===== config.mk =====
export PLATFORM = sky130hd
export DESIGN_NAME = uart_frame_parser_flat
export DESIGN_NICKNAME = d
export VERILOG_FILES = /design/src/rtl/uart_frame_parser_if.sv /design/src/rtl/uart_frame_parser.sv /design/src/flat_wrapper.sv
export SDC_FILE = /design/constraint.sdc
export NUM_CORES = 1
export LEC_CHECK = 0
export ABC_AREA = 1
export CAP_MARGIN = 10
export CORE_MARGIN = 2
export CORE_UTILIZATION = 40
export DETAILED_ROUTE_END_ITERATION = 12
export SYNTH_ARGS = -nofsm -noshare
export SYNTH_HDL_FRONTEND = slang
export SYNTH_SLANG_ARGS = --single-unit

===== constraint.sdc =====
create_clock -name clk -period 1.75 [get_ports clk]
set_input_delay 0.175 -clock clk [delete_from_list [all_inputs] [get_ports clk]]
set_output_delay 0.175 -clock clk [all_outputs]
set_load 0.1 [all_outputs]

===== src/rtl/uart_frame_parser_if.sv =====
// Byte-in / register-write-out bundle for uart_frame_parser.
// slave = parser side, master = UART receiver + register sink side.
interface uart_frame_parser_if;
  logic       rx_done;
  logic [7:0] rx_byte;
  logic       wr_valid;
  logic       wr_ready;
  logic [7:0] wr_addr;
  logic [7:0] wr_data;
  logic       wr_last;
  logic       frame_ok;
  logic       frame_err;
  logic [1:0] err_code;
  logic       overrun;
  logic       clr_overrun;

  modport slave (
    input  rx_done, rx_byte, wr_ready, clr_overrun,
    output wr_valid, wr_addr, wr_data, wr_last, frame_ok, frame_err, err_code, overrun
  );

  modport master (
    output rx_done, rx_byte, wr_ready, clr_overrun,
    input  wr_valid, wr_addr, wr_data, wr_last, frame_ok, frame_err, err_code, overrun
  );
endinterface


===== src/rtl/uart_frame_parser.sv =====
// Frame parser (SOF, ADDR, LEN, payload, XOR CHK) feeding a register-write stream.
// Optional inter-byte idle timeout is built only when UART_FRAME_TIMEOUT_EN is defined.
//
// state   | meaning
// IDLE    | hunting for SOF, other bytes dropped
// ADDR    | next byte is the base write address
// LEN     | next byte is the payload length (1..MAX_LEN)
// DATA    | buffering payload bytes
// CHK     | next byte is compared against the running XOR
// DRAIN   | releasing buffered payload as write beats
module uart_frame_parser #(
  parameter int         MAX_LEN     = 16,
  parameter logic [7:0] SOF         = 8'hA5,
  parameter int         TIMEOUT_CYC = 21700
) (
  input  logic                  clk,
  input  logic                  rst,
  uart_frame_parser_if.slave    bus
);

  localparam int         IDX_W     = (MAX_LEN > 1) ? $clog2(MAX_LEN) : 1;
  localparam int         DEPTH     = 1 << IDX_W;
  localparam logic [7:0] MAX_LEN_B = 8'(MAX_LEN);

  localparam logic [2:0] S_IDLE  = 3'd0;
  localparam logic [2:0] S_ADDR  = 3'd1;
  localparam logic [2:0] S_LEN   = 3'd2;
  localparam logic [2:0] S_DATA  = 3'd3;
  localparam logic [2:0] S_CHK   = 3'd4;
  localparam logic [2:0] S_DRAIN = 3'd5;

  localparam logic [1:0] ERR_LEN     = 2'd1;
  localparam logic [1:0] ERR_CHK     = 2'd2;
  localparam logic [1:0] ERR_TIMEOUT = 2'd3;

  logic [2:0] r_state;
  logic [7:0] r_addr;
  logic [7:0] r_len;
  logic [7:0] r_chk;
  logic [7:0] r_idx;
  logic [7:0] r_beat;
  logic [7:0] r_buf [DEPTH];

  logic       r_wr_valid;
  logic       r_wr_last;
  logic [7:0] r_wr_addr;
  logic [7:0] r_wr_data;
  logic       r_frame_ok;
  logic       r_frame_err;
  logic [1:0] r_err_code;
  logic       r_overrun;

  logic       w_rx;
  logic       w_hs;
  logic       w_len_bad;
  logic       w_in_frame;
  logic       w_timeout;
  logic [7:0] w_chk_next;

  assign w_rx       = bus.rx_done;
  assign w_hs       = r_wr_valid & bus.wr_ready;
  assign w_chk_next = r_chk ^ bus.rx_byte;
  assign w_len_bad  = (bus.rx_byte == 8'd0) || (bus.rx_byte > MAX_LEN_B);
  assign w_in_frame = (r_state == S_ADDR) || (r_state == S_LEN) ||
                      (r_state == S_DATA) || (r_state == S_CHK);

`ifdef UART_FRAME_TIMEOUT_EN
  localparam int             TO_W      = (TIMEOUT_CYC > 1) ? $clog2(TIMEOUT_CYC) : 1;
  localparam logic [TO_W-1:0] TO_RELOAD = TO_W'(TIMEOUT_CYC - 1);

  logic [TO_W-1:0] r_idle_cnt;

  // Down-counter reloaded on every byte; terminal count with no byte is expiry.
  always_ff @(posedge clk or posedge rst) begin
    if (rst) begin
      r_idle_cnt <= TO_RELOAD;
    end else if (w_rx || !w_in_frame) begin
      r_idle_cnt <= TO_RELOAD;
    end else if (r_idle_cnt != '0) begin
      r_idle_cnt <= r_idle_cnt - 1'b1;
    end
  end

  assign w_timeout = w_in_frame && !w_rx && (r_idle_cnt == '0);
`else
  assign w_timeout = 1'b0;
`endif

  // Payload storage needs no reset; only indices up to r_len are ever read.
  always_ff @(posedge clk) begin
    if ((r_state == S_DATA) && w_rx) begin
      r_buf[r_idx[IDX_W-1:0]] <= bus.rx_byte;
    end
  end

  always_ff @(posedge clk or posedge rst) begin
    if (rst) begin
      r_state     <= S_IDLE;
      r_addr      <= 8'd0;
      r_len       <= 8'd0;
      r_chk       <= 8'd0;
      r_idx       <= 8'd0;
      r_beat      <= 8'd0;
      r_wr_valid  <= 1'b0;
      r_wr_last   <= 1'b0;
      r_wr_addr   <= 8'd0;
      r_wr_data   <= 8'd0;
      r_frame_ok  <= 1'b0;
      r_frame_err <= 1'b0;
      r_err_code  <= 2'd0;
    end else begin
      r_frame_ok  <= 1'b0;
      r_frame_err <= 1'b0;
      if (w_timeout) begin
        r_frame_err <= 1'b1;
        r_err_code  <= ERR_TIMEOUT;
        r_state     <= S_IDLE;
      end else begin
        case (r_state)
          S_IDLE: begin
            if (w_rx && (bus.rx_byte == SOF)) begin
              r_state <= S_ADDR;
            end
          end
          S_ADDR: begin
            if (w_rx) begin
              r_addr  <= bus.rx_byte;
              r_chk   <= bus.rx_byte;
              r_state <= S_LEN;
            end
          end
          S_LEN: begin
            if (w_rx) begin
              if (w_len_bad) begin
                r_frame_err <= 1'b1;
                r_err_code  <= ERR_LEN;
                r_state     <= S_IDLE;
              end else begin
                r_len   <= bus.rx_byte;
                r_chk   <= w_chk_next;
                r_idx   <= 8'd0;
                r_state <= S_DATA;
              end
            end
          end
          S_DATA: begin
            if (w_rx) begin
              r_chk <= w_chk_next;
              r_idx <= r_idx + 8'd1;
              if ((r_idx + 8'd1) == r_len) begin
                r_state <= S_CHK;
              end
            end
          end
          S_CHK: begin
            if (w_rx) begin
              if (bus.rx_byte == r_chk) begin
                // Beat 0 is presented in the same cycle as frame_ok.
                r_frame_ok <= 1'b1;
                r_wr_valid <= 1'b1;
                r_wr_addr  <= r_addr;
                r_wr_data  <= r_buf[0];
                r_wr_last  <= (r_len == 8'd1);
                r_beat     <= 8'd1;
                r_state    <= S_DRAIN;
              end else begin
                r_frame_err <= 1'b1;
                r_err_code  <= ERR_CHK;
                r_state     <= S_IDLE;
              end
            end
          end
          S_DRAIN: begin
            if (w_hs) begin
              if (r_wr_last) begin
                r_wr_valid <= 1'b0;
                r_wr_last  <= 1'b0;
                r_state    <= S_IDLE;
              end else begin
                r_wr_addr <= r_wr_addr + 8'd1;
                r_wr_data <= r_buf[r_beat[IDX_W-1:0]];
                r_wr_last <= (r_beat == (r_len - 8'd1));
                r_beat    <= r_beat + 8'd1;
              end
            end
          end
          default: begin
            r_state    <= S_IDLE;
            r_wr_valid <= 1'b0;
            r_wr_last  <= 1'b0;
          end
        endcase
      end
    end
  end

  // A byte arriving while draining is lost; setting beats clearing.
  always_ff @(posedge clk or posedge rst) begin
    if (rst) begin
      r_overrun <= 1'b0;
    end else if ((r_state == S_DRAIN) && w_rx) begin
      r_overrun <= 1'b1;
    end else if (bus.clr_overrun) begin
      r_overrun <= 1'b0;
    end
  end

  assign bus.wr_valid  = r_wr_valid;
  assign bus.wr_last   = r_wr_last;
  assign bus.wr_addr   = r_wr_addr;
  assign bus.wr_data   = r_wr_data;
  assign bus.frame_ok  = r_frame_ok;
  assign bus.frame_err = r_frame_err;
  assign bus.err_code  = r_err_code;
  assign bus.overrun   = r_overrun;

endmodule


===== src/flat_wrapper.sv =====
// flat-port wrapper written by rule: the top's interface ports become plain ports
module uart_frame_parser_flat 
#(
  parameter int         MAX_LEN     = 16,
  parameter logic [7:0] SOF         = 8'hA5,
  parameter int         TIMEOUT_CYC = 21700
)
  (clk, rst, bus_rx_done, bus_rx_byte, bus_wr_ready, bus_clr_overrun, bus_wr_valid, bus_wr_addr, bus_wr_data, bus_wr_last, bus_frame_ok, bus_frame_err, bus_err_code, bus_overrun);
  uart_frame_parser_if bus_i ();
  input  logic clk;
  input  logic rst;
  input wire logic [$bits(bus_i.rx_done)-1:0] bus_rx_done;
  input wire logic [$bits(bus_i.rx_byte)-1:0] bus_rx_byte;
  input wire logic [$bits(bus_i.wr_ready)-1:0] bus_wr_ready;
  input wire logic [$bits(bus_i.clr_overrun)-1:0] bus_clr_overrun;
  output wire logic [$bits(bus_i.wr_valid)-1:0] bus_wr_valid;
  output wire logic [$bits(bus_i.wr_addr)-1:0] bus_wr_addr;
  output wire logic [$bits(bus_i.wr_data)-1:0] bus_wr_data;
  output wire logic [$bits(bus_i.wr_last)-1:0] bus_wr_last;
  output wire logic [$bits(bus_i.frame_ok)-1:0] bus_frame_ok;
  output wire logic [$bits(bus_i.frame_err)-1:0] bus_frame_err;
  output wire logic [$bits(bus_i.err_code)-1:0] bus_err_code;
  output wire logic [$bits(bus_i.overrun)-1:0] bus_overrun;
  assign bus_i.rx_done = bus_rx_done;
  assign bus_i.rx_byte = bus_rx_byte;
  assign bus_i.wr_ready = bus_wr_ready;
  assign bus_i.clr_overrun = bus_clr_overrun;
  assign bus_wr_valid = bus_i.wr_valid;
  assign bus_wr_addr = bus_i.wr_addr;
  assign bus_wr_data = bus_i.wr_data;
  assign bus_wr_last = bus_i.wr_last;
  assign bus_frame_ok = bus_i.frame_ok;
  assign bus_frame_err = bus_i.frame_err;
  assign bus_err_code = bus_i.err_code;
  assign bus_overrun = bus_i.overrun;
  uart_frame_parser #(.MAX_LEN(MAX_LEN), .SOF(SOF), .TIMEOUT_CYC(TIMEOUT_CYC)) u_core (.clk(clk), .rst(rst), .bus(bus_i));
endmodule

==> results of run 1 <==
[report_power, final]
| part | switching (uW) | total, uW | internal, uW |
|---|---|---|---|
| combinational | 5010 | 7750 | 2740 |
| sequential | 565 | 6120 | 5560 |
| clock | 1780 | 3780 | 2000 |
[timing repair]
item	4_1_cts	5_1_grt
endpoints found under the hold margin	0	0
gates resized for setup	20	43
setup endpoints to repair	3	80
setup buffers	2	6
pin swaps	10	14
gates cloned	0	5
[final cells by class]
cell class	count	area [sq um]
Clock buffer	20	437
Clock inverter	12	130
Fill cell	2003	10900
Inverter	78	299
Multi-Input combinational cell	604	3360
Sequential cell	194	5510
Tap cell	285	357
Timing Repair Buffer	150	1520
[final timing paths]
kind	endpoint	startpoint	slack, ns
max	u_core.r_state[2]	u_core.r_idx[0]	0.001
min	u_core.bus.wr_addr[6]	rst	0.17
max reg2reg	u_core.r_state[2]	u_core.r_idx[0]	0.001
min reg2reg	u_core.r_addr[6]	u_core.r_addr[6]	0.48
max in group asynchronous	u_core.r_idx[1]	rst	1.25
min in group clk	u_core.bus.overrun	bus_clr_overrun	0.32
[Yosys cell counts (all sizes together)]
cell    count  area [sq um]
nand4       7          50.1
nand3b      4          42.5
a21oi      11          58.8
xor2        9          78.8
xnor2      17           149
nand2     198           766
edfxtp    128          3840
nor3        4          25.0
clkinv      2          7.51
and2        2          12.5
o21ai     106           538
o211ai     33           248
o21bai      1          7.51
o22ai       7          43.8
nor4        3          18.8
nand3      64           378
ha          8           100
inv        76           285
buf        20           131
nor2      117           493
or4         1          7.51
a31oi       1          21.3
dfrtp      66          1650
clkbuf     14          52.6
o221ai      7          61.3
or2         3          18.8
o22a        1          8.76
[metrics by stage]
step                      hold slack, ns  TNS, ns
after floorplan                    0.274   -0.215
after global placement             0.463   -17.11
after detailed placement           0.468   -20.41
after CTS                          0.192        0
after global routing               0.209    -1.08
final                              0.173        0
[critical path: stages, from the launching register on]
cell and delay, ns:
sky130_fd_sc_hd__dfrtp_2 0.46, sky130_fd_sc_hd__ha_4 0.19, sky130_fd_sc_hd__buf_6 0.11, sky130_fd_sc_hd__inv_2 0.04
sky130_fd_sc_hd__nand2_2 0.05, sky130_fd_sc_hd__nand3_1 0.06, sky130_fd_sc_hd__nand2_1 0.06, sky130_fd_sc_hd__nor2_1 0.10
sky130_fd_sc_hd__nand2_1 0.07, sky130_fd_sc_hd__nor2_2 0.10, sky130_fd_sc_hd__nand3_1 0.11, sky130_fd_sc_hd__nand2_2 0.11
sky130_fd_sc_hd__nand2_2 0.07, sky130_fd_sc_hd__nand2_1 0.07, sky130_fd_sc_hd__nand2_1 0.05
[cells by family after synthesis]
| family | after synthesis | share of synthesized area |
|---|---|---|
| and+or+nand+nor | 403 | 0.199 |
| DFF | 194 | 0.604 |
| AOI/OAI and AO/OA | 167 | 0.108 |
| buffers and inverters | 112 | 0.0524 |
| xor gates and xnor gates | 26 | 0.0250 |
| adders and majority gates | 8 | 0.0110 |
[registers in the layout, indices dropped and copies added, names as in the netlist]
name,count
u_core.bus.overrun,1
u_core.bus.err_code,2
u_core.bus.frame_ok,1
u_core.bus.wr_last,1
u_core.r_chk,8
u_core.bus.wr_valid,1
u_core.r_len,8
u_core.bus.frame_err,1
u_core.bus.wr_data,8
u_core.r_buf,128
u_core.bus.wr_addr,8
u_core.r_addr,8
u_core.r_idx,8
u_core.r_beat,8
u_core.r_state,3
[metal layers]
metal	GRT usage	vias up
met5	0	-
li1	-	3378
met2	0.321	145
met4	0.0631	0
met3	0.0289	28
met1	0.270	3282
==> flow_summary.json, run 1 <==
{
  "worst_ep_required_time_ns": 2.07,
  "drive_above_1_share": 0.270,
  "final_hold_viols": 0,
  "synth_fp_nets": 931,
  "number_of_antenna_violations_at_the_first_check_in_global_routing": 0,
  "globalRoute.totalOverflow": 0,
  "p_per_area_nw_per_um2": 1520,
  "vias": 6833,
  "layout.nets": 1066,
  "top_layer_used": "met4",
  "vias_per_cell": 5.09,
  "syn_area_per_cell_sq_um": 10.0,
  "cp.arrival_ns": 2.07,
  "placed_cell_area_sq_um": 10700,
  "synth.yosys.seq_area_share": 0.604,
  "route.detailed.wl_per_inst_microns": 17.2,
  "port_buffers": 35,
  "fin_util": 0.516,
  "finalWorstSetupSlack_ns": 0.00138,
  "place.detailed.instances": 1298,
  "met3WireLength_microns": 905,
  "fmax_mhz": 572,
  "detailed_place_hpwl_microns": 15400,
  "unrepaired_setup_endpoints_after_global_routing": "true",
  "detail_route.first_pass.iterations": 5,
  "cts_made_buffers": 17,
  "syn-instance-count": 910,
  "fin_total_pwr_uw": 17700,
  "startpoint_type": "flop",
  "diodes": 0,
  "routed_wl_microns": 23100,
  "clock_tree.buffer_depth": 2,
  "groute.usage.overall": 0.196,
  "clkSinkCount": 194,
  "final_cell_mix": "sky130_fd_sc_hd__nand2_1 (174), sky130_fd_sc_hd__edfxtp_1 (128), sky130_fd_sc_hd__buf_4 (108), sky130_fd_sc_hd__o21ai_0 (92), sky130_fd_sc_hd__nor2_1 (86)",
  "syn2layout_area_growth_pct": 27.6,
  "kind_of_critical_path": "reg2reg",
  "wire_length_of_the_first_global_routing_pass_microns": 35900,
  "cts-htree-levels": 4,
  "clock-root-buffer": "sky130_fd_sc_hd__clkbuf_16",
  "maximum_number_of_pins_on_one_net_before_global_route_repair": 67,
  "worstSetupEndpointType": "flop",
  "initial_standard_cell_utilization_of_the_core": 0.404,
  "cts_tree": "built",
  "max_slew.worst_pin.slew_ns": 0.369,
  "timing.final.max_slew_violations": 0,
  "worst_setup_slack_before_clock_tree_synthesis_ns": -0.367,
  "worstHoldPathType": "in2async",
  "met2_length_microns": 11000,
  "number_of_setup_violations_in_the_final_report": 0,
  "max-cap-violations": 0,
  "final_weighted_congestion_of_routability_driven_global_placement": 0.851,
  "drc": 0,
  "worstRegToRegCells": 14,
  "clock_latency_ns": 0.43,
  "layout_min_cycle_time_ns": 1.75,
  "path_max_fanout": 4,
  "finClkSkew_ns": 0.00947,
  "mostFrequentLayoutCell": "sky130_fd_sc_hd__nand2_1",
  "power_leakage_uw": 0.00466,
  "fp.dieH_microns": 155,
  "grt_pass1_vias": 6556,
  "slew_limit_headroom": 0.754,
  "placement_rows": 55,
  "vdd.ir_drop.worst_mv": 1.17,
  "first_iter_violations": 495,
  "dieArea_sq_um": 24000,
  "yosysWarnings": 0,
  "core_area_sq_um": 22500,
  "final_cell_count_no_fill": 1343,
  "fin_area_sq_um": 11600,
  "synth-seq-cells": 194,
  "drtAntennaViolNets": 0,
  "postCtsHoldBufs": 0,
  "top_level_ports": 36,
  "post_synth_instance_area_sq_um": 9100,
  "fp.dieW_microns": 155,
  "outcome": "finished, final reports clean",
  "drt-met1-wl_microns": 10700,
  "synth.lib_cells_used.distinct": 44,
  "worst_setup_hold_path_clk_slew_ns": 0.07,
  "final_min_period_over_clock_period": 0.999
}
No activity file was read; power rests on OpenSTA's default activity.
==> run 2, diff against run 1 <==
- TNS_END_PERCENT: not set -> 1
==> run 2 against run 1 <==
Against the previous run: via count up 0.80%; routed wire length down 1.9%; flip-flop and latch count unchanged; clock power up 2%; first-iteration DRC count down 0.81%; largest cell class unchanged.
==> flow_summary.json, run 2 (synthesis results as in run 1) <==
{
  "outcome": "finished, final reports clean",
  "vdd.ir_drop.worst_mv": 0.939,
  "max_slew.worst_pin.slew_ns": 0.458,
  "cell_breakdown_of_the_critical_path": "inv_2 -> nor2_4 -> inv_2 -> nor2_4 -> nand2_1 -> nor2_1 -> buf_4",
  "cts_made_buffers": 17,
  "worst_setup_hold_path_clk_slew_ns": 0.07,
  "kind_of_critical_path": "reg2reg",
  "crit_slowest_cell": "sky130_fd_sc_hd__dfrtp_1",
  "timing.final.max_slew_violations": 0,
  "clock_tree.buffer_depth": 2,
  "place.detailed.instances": 1297,
  "clkSinkCount": 194,
  "groute.usage.overall": 0.196,
  "worstHoldPathType": "in2async",
  "route.detailed.wl_per_inst_microns": 17.0,
  "cts-htree-levels": 4,
  "fp.dieH_microns": 155,
  "placed_cell_area_sq_um": 10500,
  "drtAntennaViolNets": 0,
  "unrepaired_setup_endpoints_after_global_routing": "true",
  "core_area_sq_um": 22500,
  "syn2layout_area_growth_pct": 23.8,
  "cp.arrival_ns": 1.88,
  "grt_pass1_vias": 6506,
  "detail_route.first_pass.iterations": 4,
  "pwr-share-clk": 0.222,
  "critical-path-max-stage-delay_ns": 0.47,
  "clock_latency_ns": 0.44,
  "initial_standard_cell_utilization_of_the_core": 0.404,
  "worstSetupEndpointType": "flop",
  "drive_above_1_share": 0.242,
  "fp.dieW_microns": 155,
  "routed_wl_microns": 22600,
  "number_of_setup_violations_in_the_final_report": 0,
  "fin_setup_tns_ns": 0,
  "mostFrequentLayoutCell": "sky130_fd_sc_hd__nand2_1",
  "worst_ep_required_time_ns": 1.89,
  "drc": 0,
  "dieArea_sq_um": 24000,
  "power_switching_share": 0.419,
  "final_cell_mix": "sky130_fd_sc_hd__nand2_1 (182), sky130_fd_sc_hd__edfxtp_1 (128), sky130_fd_sc_hd__buf_4 (102), sky130_fd_sc_hd__nor2_1 (97), sky130_fd_sc_hd__o21ai_0 (94)",
  "wire_length_of_the_first_global_routing_pass_microns": 35700,
  "fmax_mhz": 574,
  "port_buffers": 35,
  "power.share.combinational": 0.422,
  "p_per_area_nw_per_um2": 1540,
  "final_weighted_congestion_of_routability_driven_global_placement": 0.845,
  "first_iter_violations": 491,
  "vias_per_cell": 5.18,
  "max-cap-violations": 0,
  "power_leakage_uw": 0.00453,
  "final_hold_viols": 0,
  "top_level_ports": 36,
  "diodes": 0,
  "placement_rows": 55,
  "internal-power_uw": 10100,
  "path_max_fanout": 8,
  "detailed_place_hpwl_microns": 15300,
  "sequentialPowerShare": 0.356,
  "largest_reg_flops": 128,
  "startpoint_type": "flop",
  "finClkSkew_ns": 0.00884,
  "layout_min_cycle_time_ns": 1.74,
  "clock-root-buffer": "sky130_fd_sc_hd__clkbuf_16",
  "r2r_slack_ns": 0.006,
  "final_cell_count_no_fill": 1331,
  "maximum_number_of_pins_on_one_net_before_global_route_repair": 67,
  "vias": 6888,
  "final_min_period_over_clock_period": 0.996,
  "number_of_antenna_violations_at_the_first_check_in_global_routing": 0,
  "fin_area_sq_um": 11300,
  "switching_power_uw": 7240,
  "fin_util": 0.501,
  "globalRoute.totalOverflow": 0,
  "slew_limit_headroom": 0.694,
  "layout.nets": 1054,
  "cts_tree": "built"
}
[run 2: changes by cell type in the layout (fill, tap and decap cells not counted), moves of 3 or more]
cell / before / now
sky130_fd_sc_hd__inv_8: 0 / 4
sky130_fd_sc_hd__clkbuf_16: 21 / 17
sky130_fd_sc_hd__nor2_2: 26 / 15
sky130_fd_sc_hd__o21ai_2: 6 / 2
sky130_fd_sc_hd__nand2_1: 174 / 182
sky130_fd_sc_hd__buf_12: 22 / 9
sky130_fd_sc_hd__buf_6: 4 / 15
sky130_fd_sc_hd__buf_4: 108 / 102
sky130_fd_sc_hd__nor2_1: 86 / 97
sky130_fd_sc_hd__nand2_2: 19 / 12
sky130_fd_sc_hd__clkinvlp_4: 1 / 4
[run 2: per-stage QoR]
step                      power (uW)  hold WS, ns  setup WS (ns)
after floorplan                11000        0.274         -0.215
after CTS                      17200        0.191        0.00165
after global placement         13100        0.458         -0.338
after detailed placement       13200        0.460         -0.356
after global routing           18300        0.221         -0.122
final                          17300        0.171        0.00643
[run 2: final timing paths]
kind / cells past startpoint / to / startpoint
max: 7 / u_core.r_buf[7][5] / u_core.r_state[0]
min: 3 / u_core.bus.wr_addr[6] / rst
max reg2reg: 7 / u_core.r_buf[7][5] / u_core.r_state[0]
min reg2reg: 2 / u_core.r_addr[6] / u_core.r_addr[6]
max in group asynchronous: 3 / u_core.r_idx[0] / rst
min in group clk: 2 / u_core.r_buf[14][7] / bus_rx_byte[7]
[run 2: routing by layer]
metal	vias to the layer above	global-route usage	wire length [microns]	share of wire
met2	153	0.323	11200	0.50
met1	3373	0.273	10300	0.45
met3	16	0.0280	915	0.040
met5	-	0	0	0
li1	3346	-	-	-
met4	0	0.0560	261	0.012
[run 2: area by class of cell]
| cell class | instances | area, sq um |
|---|---|---|
| Tap cell | 285 | 357 |
| Multi-Input combinational cell | 604 | 3280 |
| Timing Repair Buffer | 138 | 1240 |
| Inverter | 78 | 297 |
| Clock inverter | 14 | 150 |
| Sequential cell | 194 | 5510 |
| Fill cell | 2044 | 11200 |
| Clock buffer | 18 | 429 |
[run 2: power groups by stage]
stage          clock [uW]  combinational (uW)  sequential, uW
3_5_place_dp            0                6990            6190
4_1_cts              3910                7150            6110
5_1_grt              4120                7990            6230
6_report             3840                7300            6150
3_3_place_gp            0                6940            6180
2_1_floorplan           0                3440            7550
[run 2: critical path: cells and delay by family (launching register included)]
kind                   cells  cell delay [ns]
AND/OR/NAND/NOR            4             0.61
flip-flops                 1             0.47
buffers and inverters      3             0.37
[run 2: timing repair]
action | CTS | global route
resized for setup | 13 | 51
pin swaps | 6 | 13
setup buffers | 2 | 0
setup endpoints to repair | 3 | 163
hold buffers | 0 | 0
hold endpoints to repair | 0 | 0
==> run 3, diff against run 2 <==
- CTS_BUF_LIST: not set -> sky130_fd_sc_hd__clkbuf_8 sky130_fd_sc_hd__clkbuf_16
- CTS_CLUSTER_DIAMETER: not set -> 50
==> run 3 against run 2 <==
Against the previous run: routed wire length fell by 0.10%; critical path type unchanged; highest routed layer unchanged; sequential power barely moved; largest power group unchanged; core utilization did not move; cell count did not move; clock skew rose by 0.00056 ns.
==> flow_summary.json, run 3 (synthesis results as in run 1) <==
{
  "syn2layout_area_growth_pct": 23.8,
  "cts_tree": "built",
  "kind_of_critical_path": "reg2reg",
  "groute.usage.overall": 0.196,
  "final_cell_count_no_fill": 1331,
  "fmax_mhz": 574,
  "vias": 6888,
  "vias_per_cell": 5.18,
  "worstHoldPathType": "in2async",
  "fp.dieH_microns": 155,
  "initial_standard_cell_utilization_of_the_core": 0.404,
  "number_of_setup_violations_in_the_final_report": 0,
  "final_weighted_congestion_of_routability_driven_global_placement": 0.845,
  "path_max_fanout": 8,
  "p_per_area_nw_per_um2": 1530,
  "first_iter_violations": 491,
  "unrepaired_setup_endpoints_after_global_routing": "true",
  "port_buffers": 35,
  "cp.arrival_ns": 1.88,
  "drive_above_1_share": 0.242,
  "clock_tree.buffer_depth": 2,
  "max_slew.worst_pin.slew_ns": 0.445,
  "finalWorstSetupSlack_ns": 0.00726,
  "mostFrequentLayoutCell": "sky130_fd_sc_hd__nand2_1",
  "final_min_period_over_clock_period": 0.996,
  "layout.nets": 1054,
  "core_area_sq_um": 22500,
  "worst_setup_slack_before_clock_tree_synthesis_ns": -0.356,
  "r2r_slack_ns": 0.007,
  "routed_wl_microns": 22600,
  "dieArea_sq_um": 24000,
  "power_leakage_uw": 0.00453,
  "largest_reg_flops": 128,
  "detailed_place_hpwl_microns": 15300,
  "setup.worst_path.start": "u_core.r_state[0]",
  "num-fill-cells": 2044,
  "final_hold_viols": 0,
  "outcome": "finished, final reports clean",
  "max-cap-violations": 0,
  "clock_latency_ns": 0.44,
  "number_of_antenna_violations_at_the_first_check_in_global_routing": 0,
  "globalRoute.totalOverflow": 0,
  "place.detailed.instances": 1297,
  "route.detailed.wl_per_inst_microns": 17.0,
  "grt_pass1_vias": 6506,
  "start_of_the_worst_register_to_register_path": "u_core.r_state[0]",
  "drtAntennaViolNets": 0,
  "clock-root-buffer": "sky130_fd_sc_hd__clkbuf_16",
  "placement_rows": 55,
  "worst_ep_required_time_ns": 1.89,
  "clkSinkCount": 194,
  "maximum_number_of_pins_on_one_net_before_global_route_repair": 67,
  "final_cell_mix": "sky130_fd_sc_hd__nand2_1 (182), sky130_fd_sc_hd__edfxtp_1 (128), sky130_fd_sc_hd__buf_4 (102), sky130_fd_sc_hd__nor2_1 (97), sky130_fd_sc_hd__o21ai_0 (94)",
  "startpoint_type": "flop",
  "diodes": 0,
  "worstSetupEndpointType": "flop",
  "wire_length_of_the_first_global_routing_pass_microns": 35700,
  "drc": 0,
  "hold_ws_ns": 0.171,
  "worst_setup_hold_path_clk_slew_ns": 0.07,
  "cts-htree-levels": 4,
  "slew_limit_headroom": 0.703,
  "detail_route.first_pass.iterations": 4,
  "fp.dieW_microns": 155,
  "cts_made_buffers": 17,
  "vdd.ir_drop.worst_mv": 0.939,
  "timing.final.max_slew_violations": 0,
  "fin_setup_tns_ns": 0,
  "finClkSkew_ns": 0.00940,
  "top_level_ports": 36,
  "fin_total_pwr_uw": 17300,
  "layout_min_cycle_time_ns": 1.74
}
run 3: what timing repair did:
| item | CTS | global route |
|---|---|---|
| hold buffers | 0 | 0 |
| resized for setup | 13 | 51 |
| setup buffers | 2 | 0 |
| endpoints found under the setup margin | 3 | 163 |
| pin swaps | 6 | 13 |
run 3: path summary, 6_finish.rpt:
check | depth (start not counted) | end
min | 3 | u_core.bus.wr_addr[6]
min in group clk | 2 | u_core.r_buf[14][7]
max in group asynchronous | 3 | u_core.r_idx[0]
min reg2reg | 2 | u_core.r_addr[6]
max reg2reg | 7 | u_core.r_buf[7][5]
max | 7 | u_core.r_buf[7][5]
run 3: layer usage:
layer	vias up	share of wire	routed length (microns)	track usage
li1	3348	-	-	-
met1	3370	0.45	10200	0.273
met2	154	0.49	11200	0.323
met3	16	0.041	925	0.0280
met4	0	0.012	261	0.0560
met5	-	0	0	0
run 3: power breakdown:
part | total [uW] | internal [uW] | leakage [uW] | switching, uW
Sequential | 6150 | 5560 | 0.00196 | 590
Clock | 3840 | 2010 | 0.000281 | 1820
Combinational | 7300 | 2480 | 0.00229 | 4820
run 3: worst max-delay path: stages, from the launching register on:
cell,delay [ns]
sky130_fd_sc_hd__dfrtp_1,0.47
sky130_fd_sc_hd__inv_2,0.09
sky130_fd_sc_hd__nor2_4,0.13
sky130_fd_sc_hd__inv_2,0.06
sky130_fd_sc_hd__nor2_4,0.20
sky130_fd_sc_hd__nand2_1,0.15
sky130_fd_sc_hd__nor2_1,0.13
sky130_fd_sc_hd__buf_4,0.22
run 3: stage by stage:
step / cell area, sq um / utilization
after floorplan: 9110 / -
after global placement: 10500 / 0.464
after detailed placement: 10500 / 0.464
after CTS: 11100 / 0.493
after global routing: 11300 / 0.501
final: 11300 / 0.501
run 3: layout make-up:
class	instances	area, sq um	share of cell area
tap	285	357	0.0317
inverter	78	297	0.0263
clock buffer	17	425	0.0378
timing repair buffer	138	1240	0.110
multi-input combinational	604	3280	0.291
clock inverter	15	154	0.0137
sequential	194	5510	0.489
==> patch (config.mk and constraints of run 2) <==
`SOF` is set to 8'hA5 in 2 places; all go to 8'h52.
--- a/src/rtl/uart_frame_parser.sv
+++ b/src/rtl/uart_frame_parser.sv
@@ -12,3 +12,3 @@
   parameter int         MAX_LEN     = 16,
-  parameter logic [7:0] SOF         = 8'hA5,
+  parameter logic [7:0] SOF         = 8'h52,
   parameter int         TIMEOUT_CYC = 21700
--- a/src/flat_wrapper.sv
+++ b/src/flat_wrapper.sv
@@ -4,3 +4,3 @@
   parameter int         MAX_LEN     = 16,
-  parameter logic [7:0] SOF         = 8'hA5,
+  parameter logic [7:0] SOF         = 8'h52,
   parameter int         TIMEOUT_CYC = 21700
Behaviour: not the same (Yosys sat finds a counterexample within 4 cycles, from zero or initial values and one cycle with rst high).
==> patch against run 2 <==
The run now ends with setup timing left; worst setup slack got worse by 0.031 ns; via count rose by 0.55%; synthesized area rose by 1.2%; cell area rose by 2.3%; sequential power rose by 2%; total power rose by 6.9%; sequential cell count did not move; sequential share of layout area fell by 1.1 points; routed wire length rose by 2.8%; largest cell class unchanged; largest power group unchanged.
==> patch: results (changes against run 2) <==
----------------------------------------------------
[Run status]
  Outcome ... finished, violations left (was finished, final reports clean)
  Violated checks ... setup timing

[Yosys]
  Commonest cells in the netlist ... sky130_fd_sc_hd__nand2_1 (188), sky130_fd_sc_hd__edfxtp_1 (128), sky130_fd_sc_hd__nor2_1 (111) (was sky130_fd_sc_hd__nand2_1 (193), sky130_fd_sc_hd__edfxtp_1 (128), sky130_fd_sc_hd__nor2_1 (107))
  Avg Cell Area, Syn ... 9.98 um^2 (was 10.0 um^2)
  Post-synth cell types ... 47 (was 44)
  Post-synthesis sequential area ratio ... 0.597 (was 0.604)
  Number of nets produced by synthesis ... 944 (was 931)

[Critical path]
  CP delay by family, top ... buffers and inverters (was simple AND/OR/NAND/NOR gates)
  Worst stage delay on the critical path ... 0.35 ns (was 0.47 ns)
  Launch point of the critical path ... u_core.r_state[1] (was u_core.r_state[0])
  Setup crit end ... u_core.r_buf[15][5] (was u_core.r_buf[7][5])
  FF-to-FF path depth ... 11 (was 7)

[Route]
  Number of optimization iterations in the first detailed-route pass ... 5 (was 4)
  Met1 routed wirelength after detailed routing ... 10.7 mm (was 10.3 mm)
  Routed wl met2 ... 11.3 mm (was 11.2 mm)
  Sum of met3 wire segment lengths after detailed routing ... 773 um (was 915 um)
  Average wire per cell in the routed design ... 17.2 um (was 17.0 um)
  Vias ... 6926 (was 6888)
  Drt first-iter violations ... 538 (was 491)

[Timing]
  Worst slew margin ... 0.713 (was 0.694)
  Final worst hold slack ... 0.0811 ns (was 0.171 ns)
  Final Worst Setup Slack ... -0.0243 ns (was 0.00643 ns)
  Final setup viols ... 16 (was 0)
  Setup_tns ... -0.225 ns (was 0 ns)

[Pwr]
  Maximum vdd drop ... 0.863 mV (was 0.939 mV)
  Power per cell area ... 1600 mW/mm^2 (was 1540 mW/mm^2)
  Combinational power ... 8.08 mW (was 7.30 mW)
  Sequential group share of total power ... 0.338 (was 0.356)
  Total power after layout ... 18.5 mW (was 17.3 mW)
  Leakage power ... 4.69 nW (was 4.53 nW)

[Global routing]
  GR Layer Usage met1 ... 0.268 (was 0.273)
  Global-route wire length before repair ... 36.4 mm (was 35.7 mm)
  Number of global-route vias before repair ... 6635 (was 6506)
  Maximum number of pins on one net before global-route repair ... 42 (was 67)
  Tot GR Track Use ... 0.198 (was 0.196)

[Final layout]
  Filler cell count in the final layout ... 2002 (was 2044)
  Fraction of final layout cells with drive strength greater than 1 ... 0.252 (was 0.242)
  Layout net count ... 1074 (was 1054)
  Non-filler cells, final ... 1351 (was 1331)

[Place]
  Final HPWL from detailed placement ... 16.0 mm (was 15.3 mm)
  Post-Place Setup Slack ... -0.333 ns (was -0.356 ns)
  Post-Place Cells ... 1309 (was 1297)
  GP Congestion ... 0.837 (was 0.845)

[CTS]
  Post-CTS Resized ... 8 (was 13)

----------------------------------------------------
patch: cell types whose count changed after synthesis, moves of 4 or more:
cell / change
sky130_fd_sc_hd__xor2_1: +4
sky130_fd_sc_hd__o21ai_2: +6
sky130_fd_sc_hd__nand2_1: -5
sky130_fd_sc_hd__nand3_2: -4
sky130_fd_sc_hd__nand2_2: +7
sky130_fd_sc_hd__nor2_1: +4
sky130_fd_sc_hd__nand3_1: +9
sky130_fd_sc_hd__o21ai_1: -6
patch: logic make-up (layout without fill, tap and decap cells):
logic type / after synthesis / count (layout) / synth area share
simple gates: 413 / 413 / 0.200
flops: 194 / 194 / 0.597
compound gates: 170 / 170 / 0.111
buf+inv: 111 / 254 / 0.0551
xor+xnor: 27 / 27 / 0.0257
fa+ha+maj: 8 / 8 / 0.0109
patch: cell type report:
type	instances	area share
clock buffer	18	0.0372
clock inverter	14	0.0164
inverter	75	0.0259
multi-input combinational	618	0.293
sequential	194	0.479
tap	285	0.0309
timing repair buffer	147	0.117
